<file path="src/rtl/robot_pkg.sv">
// Shared types and default parameter values for the waypoint sequencer.
package robot_pkg;

    localparam int unsigned DEF_DEPTH        = 8;
    localparam int unsigned DEF_COORD_W      = 16;
    localparam int unsigned DEF_START_CYCLES = 5;
    localparam int unsigned DEF_GAP_CYCLES   = 1;
    localparam int          DEF_COORD_LIMIT  = 1000;

    typedef logic signed [DEF_COORD_W-1:0] coord_t;

    typedef struct packed {
        coord_t x;
        coord_t y;
        coord_t z;
    } waypoint_t;

    typedef enum logic [1:0] {
        IDLE  = 2'd0,
        DRIVE = 2'd1,
        GAP   = 2'd2
    } seq_state_e;

endpackage

</file>
<file path="src/rtl/waypoint_fifo.sv">
// Synchronous waypoint FIFO with flush. The caller never pushes when full
// or pops when empty. Pop data is the current head, visible combinationally.
module waypoint_fifo
    import robot_pkg::*;
#(
    parameter int unsigned DEPTH = DEF_DEPTH,
    parameter type         T     = waypoint_t
) (
    input  logic                       clk,
    input  logic                       reset,
    input  logic                       flush,
    input  logic                       push,
    input  T                           push_data,
    input  logic                       pop,
    output T                           pop_data,
    output logic                       full,
    output logic                       empty,
    output logic [$clog2(DEPTH+1)-1:0] count
);

    localparam int unsigned PTR_W = $clog2(DEPTH);
    localparam int unsigned CNT_W = $clog2(DEPTH + 1);

    T                 mem_q [DEPTH];
    logic [PTR_W-1:0] wr_ptr_q, wr_ptr_d;
    logic [PTR_W-1:0] rd_ptr_q, rd_ptr_d;
    logic [CNT_W-1:0] count_q, count_d;

    // Pointer and occupancy update; flush wins over push and pop.
    always_comb begin
        wr_ptr_d = wr_ptr_q;
        rd_ptr_d = rd_ptr_q;
        count_d  = count_q;
        if (flush) begin
            wr_ptr_d = '0;
            rd_ptr_d = '0;
            count_d  = '0;
        end else begin
            if (push) wr_ptr_d = wr_ptr_q + 1'b1;
            if (pop)  rd_ptr_d = rd_ptr_q + 1'b1;
            if (push && !pop)      count_d = count_q + 1'b1;
            else if (!push && pop) count_d = count_q - 1'b1;
        end
    end

    // Pointer and occupancy registers.
    always_ff @(posedge clk or posedge reset) begin
        if (reset) begin
            wr_ptr_q <= '0;
            rd_ptr_q <= '0;
            count_q  <= '0;
        end else begin
            wr_ptr_q <= wr_ptr_d;
            rd_ptr_q <= rd_ptr_d;
            count_q  <= count_d;
        end
    end

    // Storage write at the tail; contents need no reset.
    always_ff @(posedge clk) begin
        if (push && !flush) mem_q[wr_ptr_q] <= push_data;
    end

    assign pop_data = mem_q[rd_ptr_q];
    assign full     = (count_q == CNT_W'(DEPTH));
    assign empty    = (count_q == '0);
    assign count    = count_q;

endmodule

</file>
<file path="src/rtl/waypoint_sequencer.sv">
// Waypoint sequencer: buffers host waypoints and issues each one to the
// processor as a START_CYCLES-long start pulse followed by a GAP_CYCLES gap.
// Optional feature: define WAYPOINT_CLAMP_EN to saturate coordinates at pop.
module waypoint_sequencer
    import robot_pkg::*;
#(
    parameter int unsigned DEPTH        = DEF_DEPTH,
    parameter int unsigned COORD_W      = DEF_COORD_W,
    parameter int unsigned START_CYCLES = DEF_START_CYCLES,
    parameter int unsigned GAP_CYCLES   = DEF_GAP_CYCLES,
    parameter int          COORD_LIMIT  = DEF_COORD_LIMIT
) (
    input  logic                       clk,
    input  logic                       reset,
    input  logic                       wp_valid,
    output logic                       wp_ready,
    input  logic [COORD_W-1:0]         wp_x,
    input  logic [COORD_W-1:0]         wp_y,
    input  logic [COORD_W-1:0]         wp_z,
    input  logic                       flush,
    output logic [COORD_W-1:0]         target_x,
    output logic [COORD_W-1:0]         target_y,
    output logic [COORD_W-1:0]         target_z,
    output logic                       start,
    output logic                       busy,
    output logic [$clog2(DEPTH+1)-1:0] fifo_count,
    output logic                       clamp_flag
);

    typedef struct packed {
        logic signed [COORD_W-1:0] x;
        logic signed [COORD_W-1:0] y;
        logic signed [COORD_W-1:0] z;
    } wp_t;

    localparam int unsigned MAX_CYC = (START_CYCLES > GAP_CYCLES) ? START_CYCLES : GAP_CYCLES;
    localparam int unsigned CNT_W   = $clog2(MAX_CYC + 1);

`ifdef WAYPOINT_CLAMP_EN
    localparam bit CLAMP_EN = 1'b1;
`else
    localparam bit CLAMP_EN = 1'b0;
`endif

    localparam logic signed [COORD_W-1:0] LIM_P = COORD_W'(COORD_LIMIT);
    localparam logic signed [COORD_W-1:0] LIM_N = -LIM_P;

    // Returns {saturated, value} for one signed coordinate.
    function automatic logic [COORD_W:0] sat(input logic signed [COORD_W-1:0] v);
        if (v > LIM_P) return {1'b1, LIM_P};
        if (v < LIM_N) return {1'b1, LIM_N};
        return {1'b0, v};
    endfunction

    seq_state_e       state_q, state_d;
    logic [CNT_W-1:0] cnt_q, cnt_d;
    logic             start_q, start_d;
    logic             clamp_q, clamp_d;
    wp_t              target_q, target_d;

    wp_t              push_wp, head_wp, loaded_wp;
    logic             fifo_full, fifo_empty, push, pop, loaded_hit;
    logic [COORD_W:0] sx, sy, sz;

    assign wp_ready = !fifo_full && !flush;
    assign push     = wp_valid && wp_ready;
    assign push_wp  = '{x: wp_x, y: wp_y, z: wp_z};

    // Popping from GAP when its counter expires keeps back-to-back waypoints
    // at exactly START_CYCLES + GAP_CYCLES apart instead of idling one cycle.
    assign pop = !flush && !fifo_empty &&
                 ((state_q == IDLE) || ((state_q == GAP) && (cnt_q == '0)));

    waypoint_fifo #(
        .DEPTH (DEPTH),
        .T     (wp_t)
    ) u_fifo (
        .clk       (clk),
        .reset     (reset),
        .flush     (flush),
        .push      (push),
        .push_data (push_wp),
        .pop       (pop),
        .pop_data  (head_wp),
        .full      (fifo_full),
        .empty     (fifo_empty),
        .count     (fifo_count)
    );

    // Head waypoint as it will be loaded into the targets (optionally clamped).
    always_comb begin
        sx         = sat(head_wp.x);
        sy         = sat(head_wp.y);
        sz         = sat(head_wp.z);
        loaded_wp  = head_wp;
        loaded_hit = 1'b0;
        if (CLAMP_EN) begin
            loaded_wp.x = sx[COORD_W-1:0];
            loaded_wp.y = sy[COORD_W-1:0];
            loaded_wp.z = sz[COORD_W-1:0];
            loaded_hit  = sx[COORD_W] || sy[COORD_W] || sz[COORD_W];
        end
    end

    // Sequencing FSM: flush aborts, counters time DRIVE and GAP, pop loads.
    always_comb begin
        state_d  = state_q;
        cnt_d    = cnt_q;
        start_d  = start_q;
        target_d = target_q;
        clamp_d  = 1'b0;
        if (flush) begin
            state_d = IDLE;
            start_d = 1'b0;
        end else begin
            case (state_q)
                DRIVE: begin
                    if (cnt_q == '0) begin
                        start_d = 1'b0;
                        cnt_d   = CNT_W'(GAP_CYCLES - 1);
                        state_d = GAP;
                    end else begin
                        cnt_d = cnt_q - 1'b1;
                    end
                end
                GAP: begin
                    if (cnt_q == '0) state_d = IDLE;
                    else             cnt_d   = cnt_q - 1'b1;
                end
                default: state_d = IDLE;
            endcase
            if (pop) begin
                target_d = loaded_wp;
                start_d  = 1'b1;
                clamp_d  = loaded_hit;
                cnt_d    = CNT_W'(START_CYCLES - 1);
                state_d  = DRIVE;
            end
        end
    end

    // Sequencer registers.
    always_ff @(posedge clk or posedge reset) begin
        if (reset) begin
            state_q  <= IDLE;
            cnt_q    <= '0;
            start_q  <= 1'b0;
            clamp_q  <= 1'b0;
            target_q <= '0;
        end else begin
            state_q  <= state_d;
            cnt_q    <= cnt_d;
            start_q  <= start_d;
            clamp_q  <= clamp_d;
            target_q <= target_d;
        end
    end

    assign target_x   = target_q.x;
    assign target_y   = target_q.y;
    assign target_z   = target_q.z;
    assign start      = start_q;
    assign clamp_flag = clamp_q;
    assign busy       = (state_q != IDLE);

endmodule
</file>
<file path="config.mk">
export PLATFORM = sky130hd
export DESIGN_NAME = waypoint_sequencer
export DESIGN_NICKNAME = d
export VERILOG_FILES = /design/src/rtl/robot_pkg.sv /design/src/rtl/waypoint_fifo.sv /design/src/rtl/waypoint_sequencer.sv
export SDC_FILE = /design/constraint.sdc
export NUM_CORES = 1
export LEC_CHECK = 0
export CAP_MARGIN = 20
export CORE_UTILIZATION = 25
export DETAILED_ROUTE_END_ITERATION = 8
export PLACE_DENSITY = 0.54
export SYNTH_ARGS = -nofsm -noshare
export SYNTH_HDL_FRONTEND = slang
export SYNTH_HIERARCHICAL = 1
export SYNTH_SLANG_ARGS = --single-unit
</file>
<file path="constraint.sdc">
create_clock -name clk -period 5.15 [get_ports clk]
set_input_delay 1.545 -clock clk [delete_from_list [all_inputs] [get_ports clk]]
set_output_delay 1.545 -clock clk [all_outputs]
set_load 0.02 [all_outputs]
</file>
==> results.txt <==
The cell sitting at the root of the clock tree is a clkbuf_16. The post-detailed-route via-to-cell ratio is 4.17. After clock tree synthesis, the clock-pin slew on the worst setup and hold paths is about 0.060 ns. Once placement finished, the instance area stood at 19700 µm².

The pin count of the biggest net entering global routing came out at between 50 and 60. The signal arrival time at the worst endpoint is between 2 and 3 ns. Max-cap violations in this run came to 0. Relative to the synthesized area, the layout overhead comes to 22.0%. The cell depth of the worst flop-to-flop path came out at 7.

TritonCTS built the clock tree. The proportion of netlist area held by the largest area contributor came out at 66.1%. The headroom to the max-slew limit came out at about a quarter. By startpoint and endpoint, the worst setup path is classified as input pin to output port.

The synthesized design spends more area on one cell type than any other, namely edfxtp_1. The first global-routing pass estimated 56400 µm of wire. The number of nets in the finished design is between 900 and 1000.

The initialized floorplan defines between 90 and 100 standard-cell rows. The number of global-route vias before repair came to 8709. The count of flip-flops with a built-in enable after synthesis came out at roughly 380.

Walking the worst path, the cells encountered are clkdlybuf4s50_1 > nor2_1 > clkdlybuf4s50_1. The count of different cell masters after synthesis is 43. The core box area came out at approximately 69000 µm².

In this run the deepest clock path goes through 3 buffers. The initial core utilization came out at 25.3%. The filler cells instantiated in the layout total 6608. The first TritonRoute pass finished after 4 iterations. The worst-case IR drop observed on VDD is slightly below 0.0003 V. The post-synthesis instance total came out at 778. The commonest cells after synthesis are edfxtp_1, mux4_2, dfrtp_1, mux2_2, mux2_4.

The sequential area share after synthesis is 75.3%. The aggregate global routing overflow came out at 0. The final worst-path cycle share came out at 83.2%. The depth of the CTS H-tree came out at 2.

After detailed routing, the number of remaining DRC violations is 0. The floorplan die width came out at between 200 and 300 µm. The number of antenna violations at the first check in global routing was 6. The final worst hold slack is ~0.48 ns. Sorting the synthesized cells by area gives the leading types as edfxtp_1, mux4_2, dfrtp_1.

The clock insertion delay at the later pin of the skew report is approximately 0.59 ns. In the final layout, the multi-input gates occupy 4080 µm². The worst clock skew came out at roughly 0.028 ns. The leakage power figure is 0.00676 µW. The cell count of the worst hold path is 2. At the worst endpoint, the required time is between 3 and 4 ns.

The total non-filler cell area in the finished layout came out at 21300 µm². The post-detailed-placement half-perimeter wirelength came out at 21100 µm. The master of the slowest instance on the critical path is clkdlybuf4s50_1. The cts-stage hold buffer count came out at 0. The number of nets with antenna violations after routing came out at 0. The total wirelength of the detailed-routed design is approximately 37000 µm.

The final count of pins violating max slew is 0. The aggregate global-route resource usage came out at 10.7%. Dividing the detail-routed wire length by the instance count gives around 20 µm. The minimum clock period came out at 4.29 ns. The flow ran to the end, and the final reports show no timing, DRC or antenna violations. At the pin with the least slew margin, the transition time is 1.11 ns. Setup repair after global routing left no endpoint under its margin. The type of destination of the critical path is an output port. The proportion of register bits with asynchronous set or reset after synthesis is 14.3%.

In this run the worst path has a maximum fanout of 2. Among all cell types in the netlist, the one instantiated most often is edfxtp_1. The total standard cell area after synthesis came out at between 15000 and 20000 µm².

The share of layout cells above drive strength 1 came out at between 30% and 40%. The routability congestion estimate came out at 0.675. In this run the power density over the cells is 486 nW/µm². After the first detailed-routing iteration, the DRC count stood at 417.

The die outline area came out at 70800 µm². The class of the tightest hold or removal check is flip-flop to flip-flop. The warning count from the yosys run came out at 6. The average footprint of a synthesized cell came out at 22.4 µm². The number of hold violations in the final report was 0. Across the whole layout, storage elements account for around 13000 µm². The net count after synthesis is 838. The worst setup path is launched from an input pin. The number of sinks on the clock net came out at 448.

By instance count, the cell type seen most on the critical path is clkdlybuf4s50_1. The number of gates resized after CTS came out at 0. The via total after detailed routing came out at 7852.

The number of post-CTS setup repair buffers is 0. The setup violation total in the final timing report is 0. Based on the critical path, the design can be clocked at up to 0.233 GHz. OpenSTA, run right after detailed placement, puts the worst setup slack at 0.868 ns.

The number of buffers created by CTS is 47. The count of state elements after synthesis came out at about 450. The main flop type after synthesis is edfxtp_1.

Setup slack closes at a little under 0.9 ns. The top-level port count came out at 108. The count of input and output buffers is 106.

The vertical die dimension is 266 µm. In this design, the stage delay of the slowest critical-path cell is 0.61 ns.
[per-layer routing]
layer / wire length (µm) / up-vias / global-route usage (%)
met2: 18300 / 130 / 17.6
met3: 1760 / 63 / 2.58
met4: 789 / 8 / 3.62
li1: - / 3472 / -
met1: 16200 / 4179 / 13.8
met5: 54 / - / 0
[report_power, final]
group / switching (µW) / internal [µW]
registers: 263 / 4220
clock network: 1400 / 1950
logic: 1090 / 1420
[final timing paths]
kind	from	endpoint	slack, ns
min in group asynchronous	reset	u_fifo/count[2]	1.35
max in group asynchronous	reset	target_x[1]	2.92
worst min-delay path	cnt_q[1]	cnt_q[1]	0.48
worst min register to register	cnt_q[1]	cnt_q[1]	0.48
worst max register to register	u_fifo/count[0]	u_fifo/count[3]	2.15
worst max-delay path	flush	wp_ready	0.86
[cells in the final DEF (no fill, tap or decap), types with 2 or more instances in the layout]
cell type	count
clkdlybuf4s50_1	106
mux2_2	55
nor3_4	2
or4_1	2
clkinv_2	10
nor4b_1	2
mux4_2	96
nor3_1	2
clkinv_1	4
nor2_4	6
clkbuf_1	11
nand2_1	5
a21oi_1	4
edfxtp_1	384
inv_1	9
xor2_1	3
a22oi_1	2
nand2b_1	6
a2111oi_0	2
ha_1	7
dfrtp_4	3
buf_12	7
nor2b_1	2
buf_4	12
dfrtp_1	61
mux2i_1	3
diode_2	2
mux2_4	40
nor2_1	15
a211oi_1	3
clkbuf_16	50
o21ai_0	4
clkinvlp_4	2
xnor2_1	4
clkbuf_8	8
and2_1	2
[through the flow]
stage                     util [%]  TNS, ns  cells  total power (µW)
after floorplan                  -   -23.19    778              6290
after global placement        28.6        0   1795              7120
after detailed placement      28.6        0   1795              7150
after CTS                     30.9        0   1882             10600
after global routing          30.9        0   1882             10900
final                         30.9        0   1884             10300
[flip-flops by register name (all words and copies together) (netlist names)]
signal           count
u_fifo/mem_q       384
cnt_q                3
start                1
u_fifo/rd_ptr_q      3
u_fifo/wr_ptr_q      3
target_z            16
state_q              2
target_x            16
u_fifo/count         4
target_y            16
[layout make-up]
class                           count  area share, %
Clock buffer                       69           6.59
Tap cell                          931           5.47
Sequential cell                   448           61.8
Antenna cell                        2         0.0235
Clock inverter                     18          0.729
Inverter                           10          0.182
Timing Repair Buffer              125           6.07
Multi-Input combinational cell    281           19.2
[critical path: cells and delay by family]
family,cells,cell delay (ns)
buffers and inverters,2,1.05
AND/OR/NAND/NOR,1,0.14
[logic make-up after synthesis]
kind of cell / Yosys count / share of synthesized area [%]
compound gates: 17 / 0.646
xor+xnor: 7 / 0.351
fa+ha+maj: 8 / 0.617
buf+inv: 49 / 1.73
flops: 448 / 75.3
mux: 195 / 19.6
other cells: 1 / 0.0215
simple gates: 53 / 1.72
Note: power is estimated with default switching activity, not from simulation.
